[src/rtl/reg_file_sb.sv]
// Parametrised register file: two combinational read ports, one write port,
// and a per-register busy scoreboard driven by a reserve handshake.
module reg_file_sb #(
  parameter int DATA_WIDTH = 8,
  parameter int ADDR_WIDTH = 4,
  parameter int ZERO_REG   = 0,
  parameter int BYPASS     = 1
) (
  input  logic                  clk,
  input  logic                  reset,
  input  logic [ADDR_WIDTH-1:0] RA1,
  input  logic [ADDR_WIDTH-1:0] RA2,
  output logic [DATA_WIDTH-1:0] data_out1,
  output logic [DATA_WIDTH-1:0] data_out2,
  output logic                  busy1,
  output logic                  busy2,
  input  logic [ADDR_WIDTH-1:0] WA,
  input  logic [DATA_WIDTH-1:0] data_in,
  input  logic                  write_enable,
  input  logic [ADDR_WIDTH-1:0] RSV_A,
  input  logic                  reserve_enable,
  output logic                  reserve_ok
);
  localparam int DEPTH = 1 << ADDR_WIDTH;
  localparam bit ZR    = (ZERO_REG != 0);
  localparam bit BP    = (BYPASS != 0);

  logic [DATA_WIDTH-1:0] r_mem [DEPTH];
  logic [DEPTH-1:0]      r_busy;

  logic w_wr_ok;
  logic w_rsv_zero;

  assign w_wr_ok    = write_enable && !(ZR && (WA == '0));
  assign w_rsv_zero = ZR && (RSV_A == '0);

  // A busy target is still grantable when its result lands on the same edge.
  assign reserve_ok = !reset && reserve_enable &&
                      (w_rsv_zero || !r_busy[RSV_A] || (write_enable && (WA == RSV_A)));

  always_ff @(posedge clk) begin
    if (reset) begin
      for (int i = 0; i < DEPTH; i++) r_mem[i] <= '0;
      r_busy <= '0;
    end else begin
      if (w_wr_ok) begin
        r_mem[WA]  <= data_in;
        r_busy[WA] <= 1'b0;
      end
      // Issued after the write so a same-address reservation keeps busy set.
      if (reserve_ok && !w_rsv_zero) r_busy[RSV_A] <= 1'b1;
    end
  end

  logic [1:0][ADDR_WIDTH-1:0] w_ra;
  logic [1:0][DATA_WIDTH-1:0] w_rd;
  logic [1:0]                 w_bsy;

  assign w_ra = {RA2, RA1};

  for (genvar p = 0; p < 2; p++) begin : g_rd
    always_comb begin
      w_rd[p] = r_mem[w_ra[p]];
      if (BP && w_wr_ok && (WA == w_ra[p])) w_rd[p] = data_in;
      if (ZR && (w_ra[p] == '0))            w_rd[p] = '0;
    end
    assign w_bsy[p] = r_busy[w_ra[p]];
  end

  assign data_out1 = w_rd[0];
  assign data_out2 = w_rd[1];
  assign busy1     = w_bsy[0];
  assign busy2     = w_bsy[1];
endmodule

[config.mk]
export PLATFORM = sky130hd
export DESIGN_NAME = reg_file_sb
export DESIGN_NICKNAME = d
export VERILOG_FILES = /design/src/rtl/reg_file_sb.sv
export SDC_FILE = /design/constraint.sdc
export NUM_CORES = 1
export LEC_CHECK = 0
export ABC_CLOCK_PERIOD_IN_PS = 2600
export BUFFER_PORTS_ARGS = -buffer_cell sky130_fd_sc_hd__buf_2
export CORE_UTILIZATION = 55
export CTS_CLUSTER_DIAMETER = 200
export DETAILED_ROUTE_END_ITERATION = 6
export PLACE_DENSITY = 0.72
export RECOVER_POWER = 25
export SYNTH_ARGS = -nofsm -noshare
export SYNTH_HDL_FRONTEND = slang
export SYNTH_SLANG_ARGS = --single-unit
[constraint.sdc]
create_clock -name clk -period 2.6 [get_ports clk]
set_input_delay 0.39 -clock clk [delete_from_list [all_inputs] [get_ports clk]]
set_output_delay 0.39 -clock clk [all_outputs]
set_load 0.02 [all_outputs]
# Word level (Yosys, flattened, before mapping)
# Memories as Yosys holds them, arrays and structs flattened.
# Cells that the tools add are included.
# totals
regBits	16
latch_bits	0
ram_bits	128
rom_bits	0
out_inout_bits	19
wordCells	48
memories	1
# op_classes
n_addsub	0
mul	0
div_mod_pow	0
order_cmp	6
n_eq_ne	3
shifts	0
mux	23
bitwise	3
reduce_logical	11
# memory_table
memory	words	word_bits	rd	rd_ports_with_merged_regs	wr	line_no	rtl
r_mem	16	8	2	0	16	28	logic [DATA_WIDTH-1:0] r_mem [DEPTH];
# op_table
operator	n
$mux 16	3
$mux 8	3
$lt 4x5->1 const B	4
$and 16x16->16	1
$not 16->16	1
$or 16x16->16	1
$bmux 1 s4	3
$eq 4x4->1	3
$mux 1	11
$demux 1 s4	2
$ge 4x1->1 const B	2
$reduce_or 8->1	1
$logic_and 1x1->1	7
$mux 4	1
$logic_not 1->1	2
$logic_or 1x1->1	1

# Longest topological paths before layout
# Gate-level depths: netlist of run 1.
# depth
ltp_word	10
mapped_depth	6

# Least setup slack after synthesis of run 1
# OpenSTA, ideal clock, no wires.
# synth_timing
path_kind	in2out
start	input port RSV_A[0]
end	output port reserve_ok
arrival_time_ps	1990
slack_ps	220
path_stages	5
path_buffers	1
cell_sequence	clkbuf_1 > mux4_2 > nor2b_1 > a211o_1 > a21oi_1
# synth_between
elab_chain_len	5
word_cells_on_any_way	7
classes_between	1 x eq/ne; 2 x mux; 4 x reduce/logical
# synth_lines
item	line_no	rtl
start: declaration	20	input logic [ADDR_WIDTH-1:0] RSV_A,
$bmux 1 s4	39	(w_rsv_zero || !r_busy[RSV_A] || (write_enable && (WA == RSV_A)));
$mux 1 (not written as such)	39	
$logic_not 1->1	39	
$logic_or 1x1->1 (*)	39	
$logic_and 1x1->1 (*)	38	assign reserve_ok = !reset && reserve_enable &&
end: declaration	22	output logic reserve_ok
# Mark *: on every way between the ends. The rest lies on a longest branch, timed or not. The select of a mux whose other input is x is not followed.

==> reports/results.ini, run 1 <==
[worst_setup_path]
crit_family = multiplexers
worstPathMaxFanout = 2
worstPathCellList = mux4_2 -> mux4_2 -> mux2_2 -> buf_6
cp-end-kind = output pin
crit_end = data_out2[6]
rr_endpoint = r_busy[11]$_SDFF_PP0_
path_common_cell = mux4_2
critPathLaunchType = register
worst_path_largest_cell_delay_ns = 0.49
required_ns = 2.21
crit_buf_inv = 1
reg2reg_depth = 3
crit_path_start = r_mem[12][6]$_SDFFCE_PN0P_
rrSetupSlack_ns = 1.01
cp.arrival_ns = 2.24
r2r-start = r_busy[11]$_SDFF_PP0_
critical_path.slowest_cell = mux4_2
worst-path-stages = 4
crit_type = register to output pin

[layout]
diodes = 0
final_net_count = 658
nFillCells = 1070
drive_above_1_share_pct = 31.73
fin_util_pct = 64.93
synthToLayoutAreaGrowth_pct = 14.65

[place]
dp_hpwl_um = 15350
port_buffers = 46
gp_congestion = 1.008

[power_and_ir_drop]
power.density_nw_per_um2 = 634.7
vdd_ir_drop_max_mv = 0.5509
p_comb_share_pct = 14.9
power_frac_clock_pct = 40.0
pwr-share-seq_pct = 45.1
p_leak_nw = 3.445
power.share.switching_pct = 26.97
p_sw_w = 0.001627
p_int_w = 0.004407

[logic_synthesis]
synthDistinctLibCells = 34
syn_avg_cell_area_um2 = 14.47
yosysSeqAreaShare_pct = 50.21
ys_ff_latch = 144
yosysWarnings = 0
synthCells = 573
synth_area_um2 = 8293
syn_nets = 601

[timing]
fin_crit_ns = 2.627
slew-limit-headroom_pct = 48.76
timing.final.ws_setup_ns = -0.02718
setup_viol = 1
fin_worst_skew_ns = 0.003114
slew_viol_final = 0
rsz0062_at_grt = true
worst_pin_slew_ns = 0.7686
tns_ns = -0.02718
clock.fmax_mhz = 380.6
post-route-period-util_pct = 101.0
hold_viol = 0

[detailed_routing]
drc = 4
drt-initial-drc-count = 950
avgViaCountPerCell = 6.692
drt-wirelength-per-cell_um = 27.33
dr_total_vias = 5534
drt-pass1-iter-count = 7
ant_nets = 0
postRouteWirelength_um = 22600

[floorplanning]
die_area_um2 = 15570
initial_core_util_pct = 56.63
core_area_um2 = 14640
die_w_um = 124.8
num_rows = 44
io_pins = 47
die_y_um = 124.8

[run_status]
failed_checks = DRC, setup timing
outcome = finished, violations left

[flow_run]
drv_cap = 0

[global_routing]
grt_overflow = 0
grt_use_total_pct = 30.78
grt_start_max_net_pins = 29
grt_pass1_wl_um = 34210
antenna_found_initial = 0
grt_pass1_vias = 5630

[clock_tree]
cts_inserted_buffers = 17
holdBufCountCts = 0
clkTransAtPathRegs_ns = 0.07
cts.htree.levels = 4
cts_root_buffer = clkbuf_16
clock_latency_ns = 0.44
clock_path_buffers = 2
cts_sinks = 144
cts_tree = built

[min_path]
hp-class = primary input to register

-- sequential cells by signal (all words and copies together), names as in the netlist --
register,flops
r_busy,16
r_mem,128
-- cell families after synthesis --
group / after synthesis / share of synthesized area, %
mux: 143 / 29.27
buf+inv: 57 / 2.957
compound gates: 37 / 3.576
flops: 144 / 50.21
xor+xnor: 12 / 1.267
simple gates: 180 / 12.72
-- cell usage after synthesis, drive strengths merged --
library cell  count  share of area, %
a21oi             4              0.24
a31o              3              0.32
mux2             16               2.2
xnor2             6              0.63
edfxtp          128                46
xor2              6              0.63
nor3b             1             0.091
a31oi             1             0.075
a211o             1              0.11
nor3              7              0.54
nand3b            1             0.091
a22oi             1              0.15
a21o              9              0.81
nand2            10              0.45
or3               1             0.075
nor2b             5              0.38
mux4             78                21
mux2i            49               5.9
dfxtp            16               3.9
o41ai             4              0.42
o32ai            12               1.3
clkbuf           21              0.97
inv              17              0.77
buf              19               1.2
and2            128               9.7
nand2b            5              0.38
nor2             18              0.81
nand3             4              0.24
a21boi            2              0.18
-- per-stage QoR --
step / cell area [um^2] / setup slack, ns / hold slack, ns / cells / total power [W]
2_1_floorplan: 8293 / 0.2202 / 0.4482 / 573 / 0.003313
3_3_place_gp: 8885 / 0.06263 / 0.4770 / 793 / 0.003604
3_5_place_dp: 8885 / 0.05984 / 0.4884 / 793 / 0.003632
4_1_cts: 9468 / -0.03444 / 0.3105 / 825 / 0.006013
5_1_grt: 9508 / -0.07824 / 0.3311 / 827 / 0.006192
6_report: 9508 / -0.02718 / 0.3355 / 827 / 0.006035
-- layout by cell type (no fill, tap or decap), types with 9 or more instances in the layout --
| cell | n |
|---|---|
| and2_0 | 19 |
| dfxtp_1 | 16 |
| mux4_2 | 78 |
| mux2i_1 | 45 |
| and2_1 | 109 |
| buf_4 | 20 |
| o32ai_1 | 12 |
| a21o_1 | 9 |
| mux2_2 | 16 |
| clkbuf_16 | 17 |
| inv_1 | 17 |
| nand2_1 | 10 |
| nor2_1 | 18 |
| buf_2 | 42 |
| edfxtp_1 | 128 |
-- power by group through the flow --
stage | Clock [W] | Combinational [W] | Sequential [W]
final | 0.00241 | 0.000898 | 0.00272
after global routing | 0.00252 | 0.000943 | 0.00273
after CTS | 0.00242 | 0.000876 | 0.00272
after detailed placement | 0 | 0.000866 | 0.00277
after global placement | 0 | 0.000847 | 0.00276
after floorplan | 0 | 0.000584 | 0.00273
-- how the worst min path moves through the flow --
| stage | start | end | depth (start not counted) |
|---|---|---|---|
| detailed placement | r_busy[14]$_SDFF_PP0_ | r_busy[14]$_SDFF_PP0_ | 2 |
| CTS | RSV_A[2] | r_busy[2]$_SDFF_PP0_ | 2 |
| finish | RSV_A[3] | r_busy[2]$_SDFF_PP0_ | 2 |
| global placement | r_busy[6]$_SDFF_PP0_ | r_busy[6]$_SDFF_PP0_ | 2 |
| global route | RSV_A[2] | r_busy[2]$_SDFF_PP0_ | 2 |
| floorplan | r_busy[2]$_SDFF_PP0_ | r_busy[2]$_SDFF_PP0_ | 2 |
-- repair_timing --
| item | in CTS | in global routing |
|---|---|---|
| pin swaps | 0 | 0 |
| endpoints found under the setup margin | 1 | 7 |
| setup buffers | 0 | 2 |
| resized for setup | 2 | 7 |
-- metal layers --
| metal | track usage [%] | up-vias | share of wire (%) | routed length, um |
|---|---|---|---|---|
| li1 | - | 2318 | - | - |
| met4 | 9.731 | 0 | 2.5 | 556 |
| met1 | 39.90 | 2846 | 39 | 8756 |
| met2 | 50.66 | 315 | 50 | 11320 |
| met3 | 8.290 | 55 | 8.7 | 1970 |
| met5 | 0 | - | 0 | 0 |
-- layout make-up --
type | instances | area, um^2 | area share, %
Tap cell | 184 | 230.2 | 2.421
Timing Repair Buffer | 78 | 565.5 | 5.948
Inverter | 17 | 63.81 | 0.6711
Sequential cell | 144 | 4164 | 43.80
Clock buffer | 17 | 425.4 | 4.474
Clock inverter | 15 | 151.4 | 1.592
Multi-Input combinational cell | 372 | 3908 | 41.10
Note: power is estimated with default switching activity, not from simulation.
==> run 2, diff against run 1 <==
--- a/config.mk
+++ b/config.mk
@@ -9,6 +9,8 @@
 export BUFFER_PORTS_ARGS = -buffer_cell sky130_fd_sc_hd__buf_2
-export CORE_UTILIZATION = 55
+export CELL_PAD_IN_SITES_DETAIL_PLACEMENT = 0
+export CELL_PAD_IN_SITES_GLOBAL_PLACEMENT = 1
+export CORE_UTILIZATION = 52
 export CTS_CLUSTER_DIAMETER = 200
 export DETAILED_ROUTE_END_ITERATION = 6
-export PLACE_DENSITY = 0.72
+export PLACE_DENSITY = 0.8
 export RECOVER_POWER = 25
--- a/constraint.sdc
+++ b/constraint.sdc
@@ -3,2 +3,2 @@
 set_output_delay 0.39 -clock clk [all_outputs]
-set_load 0.02 [all_outputs]
+set_load 0.01 [all_outputs]
==> reports/results.ini, run 2 (same netlist as run 1, synthesis figures left out) <==
[clock_tree]
cts.htree.levels = 4  ; unchanged
cts_inserted_buffers = 17  ; unchanged
cts_sinks = 144  ; unchanged
cts_tree = built
clock_path_buffers = 2  ; unchanged
cts_root_buffer = clkbuf_16
clkTransAtPathRegs_ns = 0.06  ; about the same
clock_latency_ns = 0.42  ; -0.02 ns
holdBufCountCts = 0  ; unchanged
post_cts_buffers = 0  ; unchanged
cts_resized = 0  ; -2

[power_and_ir_drop]
p_int_w = 0.004474  ; +1.5%
pwr-share-seq_pct = 45.4  ; +0.3 points
p_leak_nw = 3.407  ; -1.1%
power_frac_clock_pct = 40.8  ; +0.8 points
p_total_w = 0.005997  ; -0.63%
p_comb_share_pct = 13.8  ; -1.1 points
p_sw_w = 0.001523  ; -6.4%
power.share.switching_pct = 25.40  ; -1.6 points
vdd_ir_drop_max_mv = 0.4589  ; -17%
power.density_nw_per_um2 = 632.2  ; -0.39%

[layout]
regMostFlops = r_mem
final_common_cell = edfxtp_1
nFillCells = 1157  ; +8.1%
reg_top3 = r_mem: 128 flops, r_busy: 16 flops
final_cell_mix = 128 x edfxtp_1, 94 x and2_1, 78 x mux4_2, 46 x mux2i_1, 43 x buf_2
drive_above_1_share_pct = 30.78  ; -0.95 points
largest_register_ffs = 128  ; unchanged
diodes = 0  ; unchanged
synthToLayoutAreaGrowth_pct = 14.38
stdcell_area_um2 = 9485  ; -0.24%
final_net_count = 655  ; -0.46%

[worst_setup_path]
crit_type = register to output pin
rr_endpoint = r_busy[7]$_SDFF_PP0_
worstPathMaxFanout = 2  ; unchanged
critPathLaunchType = register
worstPathCellList = mux4_2 -> mux4_2 -> mux2_4 -> buf_6
crit_family = multiplexers
crit_buf_inv = 1  ; unchanged
required_ns = 2.21  ; about the same
cp-end-kind = output pin
reg2reg_depth = 5  ; +2
worst_path_largest_cell_delay_ns = 0.48  ; about the same
r2r-start = r_busy[13]$_SDFF_PP0_
path_common_cell = mux4_2
rrSetupSlack_ns = 1.04  ; +0.03 ns
cp.arrival_ns = 2.19  ; -0.05 ns
critical_path.slowest_cell = mux4_2

[global_routing]
grt_use_total_pct = 29.01  ; -1.8 points
antenna_found_initial = 0  ; unchanged
grt_overflow = 0  ; unchanged
grt_start_max_net_pins = 32  ; +10%
grt_pass1_wl_um = 33370  ; -2.5%
grt_pass1_vias = 5358  ; -4.8%

[place]
dp_hpwl_um = 15570  ; +1.5%
gp_congestion = 0.9321  ; -7.5%
place_ws_ns = 0.04978  ; -0.01007 ns
place_area_um2 = 8911  ; +0.30%
port_buffers = 46  ; unchanged

[timing]
fin_crit_ns = 2.585  ; -0.04247 ns
post-route-period-util_pct = 99.41  ; -1.6 points
slew_viol_final = 0  ; unchanged
hold_viol = 0  ; unchanged
rsz0062_at_grt = true
hold_ws_ns = 0.3310  ; -0.004558 ns
setup_viol = 0  ; -1
clock.fmax_mhz = 386.9  ; +1.6%
fin_worst_skew_ns = 0.001454  ; -0.001660 ns
slew-limit-headroom_pct = 46.13  ; -2.6 points
worst_pin_slew_ns = 0.8081  ; +0.03941 ns
timing.final.ws_setup_ns = 0.01530  ; +0.04247 ns

[flow_run]
drv_cap = 0  ; unchanged

[min_path]
hp-class = primary input to register
min_from = RSV_A[2]
min_to = r_busy[3]$_SDFF_PP0_
hold_depth = 2  ; unchanged

[floorplanning]
num_rows = 45  ; +2.3%
io_pins = 47  ; unchanged
initial_core_util_pct = 53.95  ; -2.7 points
die_area_um2 = 16460  ; +5.7%
die_w_um = 128.3  ; +2.8%
core_area_um2 = 15370  ; +5.0%
die_y_um = 128.3  ; +2.8%

[detailed_routing]
ant_nets = 0  ; unchanged
dr_total_vias = 5409  ; -2.3%
drt-pass1-iter-count = 7  ; unchanged
avgViaCountPerCell = 6.356  ; -5.0%
drc = 0  ; -4
postRouteWirelength_um = 22270  ; -1.5%
drt-wirelength-per-cell_um = 26.17  ; -4.2%
drt-initial-drc-count = 496  ; -48%

[run_status]
outcome = completed

run 2: changes by cell type in the layout (fill, tap and decap cells not counted), moves of 5 or more:
cell,before,now
and2_1,109,94
and2_0,19,34
buf_4,20,14
clkbuf_1,6,11
run 2: final cells by class:
class | instances | area [um^2] | area share [%]
clock buffers | 18 | 429.2 | 4.524
clock inverters | 14 | 156.4 | 1.649
inverters | 17 | 63.81 | 0.6727
multi-input cells | 372 | 3899 | 41.10
flip-flops and latches | 144 | 4164 | 43.90
well taps | 211 | 264.0 | 2.783
repair buffers | 75 | 509.2 | 5.369
run 2: power groups by stage:
stage / sequential (W) / combinational, W / clock [W]
3_5_place_dp: 0.00277 / 0.000821 / 0
3_3_place_gp: 0.00276 / 0.000808 / 0
6_report: 0.00272 / 0.000830 / 0.00244
5_1_grt: 0.00274 / 0.000882 / 0.00252
2_1_floorplan: 0.00273 / 0.000548 / 0
4_1_cts: 0.00272 / 0.000824 / 0.00245
run 2: stage by stage:
step / cells / TNS, ns / utilization (%)
after global placement: 819 / 0 / 57.97
after detailed placement: 819 / 0 / 57.97
after floorplan: 573 / 0 / -
after global routing: 851 / -0.03022 / 61.71
final: 851 / 0 / 61.71
after CTS: 851 / 0 / 61.78
run 2: how the worst max path moves through the flow:
stage	startpoint	endpoint	slack, ns	cells after the start
2_1_floorplan	RA1[0]	data_out1[6]	0.31	6
3_3_place_gp	RA2[0]	data_out2[6]	0.05	6
3_5_place_dp	RA2[0]	data_out2[6]	0.05	6
4_1_cts	r_mem[11][2]$_SDFFCE_PN0P_	data_out1[2]	0.01	5
5_1_grt	r_mem[0][6]$_SDFFCE_PN0P_	data_out2[6]	-0.03	4
6_report	r_mem[4][6]$_SDFFCE_PN0P_	data_out2[6]	0.02	4
run 2: worst reg2reg max path, stage by stage, from the launching register on:
cell,delay (ns)
dfxtp_1,0.39
mux2i_1,0.09
mux4_2,0.48
a22oi_2,0.16
buf_4,0.19
o32ai_1,0.10
run 2: per-layer routing:
metal / part of all wire (%) / track usage (%) / up-vias
met5: 0 / 0 / -
met4: 2.0 / 9.896 / 0
met2: 50 / 48.33 / 235
met3: 6.6 / 4.674 / 40
met1: 42 / 38.86 / 2813
li1: - / - / 2321
==> run 3, diff against run 2 <==
Settings changed: CORE_UTILIZATION 52 to 50, PLACE_DENSITY 0.8 to 0.77.
==> reports/results.ini, run 3 (same netlist as run 1, synthesis figures left out) <==
[power_and_ir_drop]
p_leak_nw = 3.440  ; +0.97%
power.density_nw_per_um2 = 640.4  ; +1.3%
vdd_ir_drop_max_mv = 0.4879  ; +6.3%

[clock_tree]
cts_root_buffer = clkbuf_16
post_cts_buffers = 0  ; unchanged
cts_tree = built
holdBufCountCts = 0  ; unchanged
clkTransAtPathRegs_ns = 0.06  ; about the same
cts.htree.levels = 4  ; unchanged
clock_path_buffers = 2  ; unchanged
cts_inserted_buffers = 17  ; unchanged
clock_latency_ns = 0.43  ; about the same
cts_sinks = 144  ; unchanged

[layout]
nFillCells = 1247  ; +7.8%
diodes = 0  ; unchanged
final_cells = 857  ; +0.71%
seq_area_um2 = 4164  ; unchanged
largest_register_ffs = 128  ; unchanged
drive_above_1_share_pct = 31.05  ; +0.26 points
regMostFlops = r_mem
final_net_count = 656  ; +0.15%
final_cell_mix = 128 x edfxtp_1, 102 x and2_1, 78 x mux4_2, 45 x mux2i_1, 43 x buf_2
reg_top3 = r_mem: 128 flops, r_busy: 16 flops
multiInputGateArea_um2 = 3902  ; about the same
synthToLayoutAreaGrowth_pct = 15.00
final_common_cell = edfxtp_1

[min_path]
hp-class = primary input to register

[global_routing]
grt_start_max_net_pins = 32  ; unchanged
antenna_found_initial = 0  ; unchanged
grt_use_total_pct = 28.59  ; -0.43 points
grt_pass1_wl_um = 33470  ; +0.29%
grt_overflow = 0  ; unchanged
grt_pass1_vias = 5364  ; +0.11%

[detailed_routing]
drt-wirelength-per-cell_um = 26.28  ; +0.41%
dr_total_vias = 5383  ; -0.48%
avgViaCountPerCell = 6.281  ; -1.2%
ant_nets = 0  ; unchanged
drc = 0  ; unchanged
drt-pass1-iter-count = 5  ; -2
drt-initial-drc-count = 487  ; -1.8%
postRouteWirelength_um = 22520  ; +1.1%

[place]
dp_hpwl_um = 15620  ; +0.29%
gp_congestion = 0.9379  ; +0.62%
port_buffers = 46  ; unchanged
dp.cells = 825  ; +0.73%

[timing]
worst_pin_slew_ns = 0.7726  ; -0.03548 ns
hold_viol = 0  ; unchanged
timing.final.ws_setup_ns = -0.002410  ; -0.01771 ns
post-route-period-util_pct = 100.1  ; +0.68 points
fin_crit_ns = 2.602  ; +0.01771 ns
slew-limit-headroom_pct = 48.50  ; +2.4 points
hold_ws_ns = 0.3332  ; +0.002273 ns
slew_viol_final = 0  ; unchanged
rsz0062_at_grt = true
setup_viol = 1  ; +1
clock.fmax_mhz = 384.3  ; -0.68%
fin_worst_skew_ns = 0.004053  ; +0.002599 ns

[floorplanning]
core_area_um2 = 16060  ; +4.5%
die_w_um = 130.8  ; +1.9%
die_area_um2 = 17100  ; +3.9%
io_pins = 47  ; unchanged
num_rows = 46  ; +2.2%
die_y_um = 130.8  ; +1.9%
initial_core_util_pct = 51.64  ; -2.3 points

[worst_setup_path]
worst_path_largest_cell_delay_ns = 0.49  ; about the same
worstPathCellList = mux4_2 -> mux4_2 -> mux2_4 -> buf_6
path_common_cell = mux4_2
critPathLaunchType = register
critical_path.slowest_cell = mux4_2
crit_type = register to output pin
cp-end-kind = output pin
worstPathMaxFanout = 2  ; unchanged
rrSetupSlack_ns = 1.01  ; -0.03 ns
cp.arrival_ns = 2.21  ; +0.02 ns
required_ns = 2.21  ; about the same

[flow_run]
drv_cap = 0  ; unchanged

[run_status]
failed_checks = setup timing
outcome = finished, violations left

run 3: cell count changes in the layout (fill, tap and decap cells not counted), sizes merged:
cell and change:
buf +3, clkbuf -2, bufinv +1, clkinvlp -1
run 3: worst paths after layout:
path	startpoint	endpoint	depth (start not counted)
min reg2reg	r_busy[14]$_SDFF_PP0_	r_busy[14]$_SDFF_PP0_	2
max	r_mem[11][6]$_SDFFCE_PN0P_	data_out2[6]	4
max reg2reg	r_busy[14]$_SDFF_PP0_	r_busy[15]$_SDFF_PP0_	5
min	RSV_A[2]	r_busy[3]$_SDFF_PP0_	2
run 3: layout make-up:
class                   count  share of cell area, %
clock inverters            14                  1.876
well taps                 216                  2.834
inverters                  17                 0.6691
clock buffers              18                  4.500
flip-flops and latches    144                  43.66
multi-input cells         372                  40.92
repair buffers             76                  5.537
run 3: critical path, delay by kind of cell, from the launching register on:
kind | cells | cell delay, ns
buf+inv | 1 | 0.12
flops | 1 | 0.41
mux | 3 | 1.25
run 3: power by group:
part / switching [W] / internal [W] / total, W
logic: 0.000440 / 0.000402 / 0.000843
registers: 0.0000741 / 0.00265 / 0.00272
clock network: 0.00102 / 0.00153 / 0.00254
run 3: per-layer routing:
metal | share of wire [%] | global-route usage, % | vias to the layer above | routed length, um
li1 | - | - | 2329 | -
met1 | 41 | 39.67 | 2775 | 9267
met2 | 49 | 45.25 | 238 | 11060
met3 | 7.2 | 4.805 | 41 | 1628
met4 | 2.5 | 11.43 | 0 | 562
met5 | 0 | 0 | - | 0
run 3: stage by stage:
stage	setup WS [ns]	TNS, ns	util, %	instance area [um^2]	total power, W
2_1_floorplan	0.3089	0	-	8293	0.003276
3_3_place_gp	0.05085	0	55.58	8925	0.003572
3_5_place_dp	0.05633	0	55.58	8925	0.003594
4_1_cts	-0.009692	-0.009692	59.40	9539	0.006120
5_1_grt	-0.04530	-0.04530	59.39	9537	0.006291
6_report	-0.002410	-0.002410	59.39	9537	0.006107
run 3: what timing repair did:
action                     in CTS  in global routing
gates resized for setup         1                  6
pin swaps                       0                  0
setup endpoints to repair       1                  5
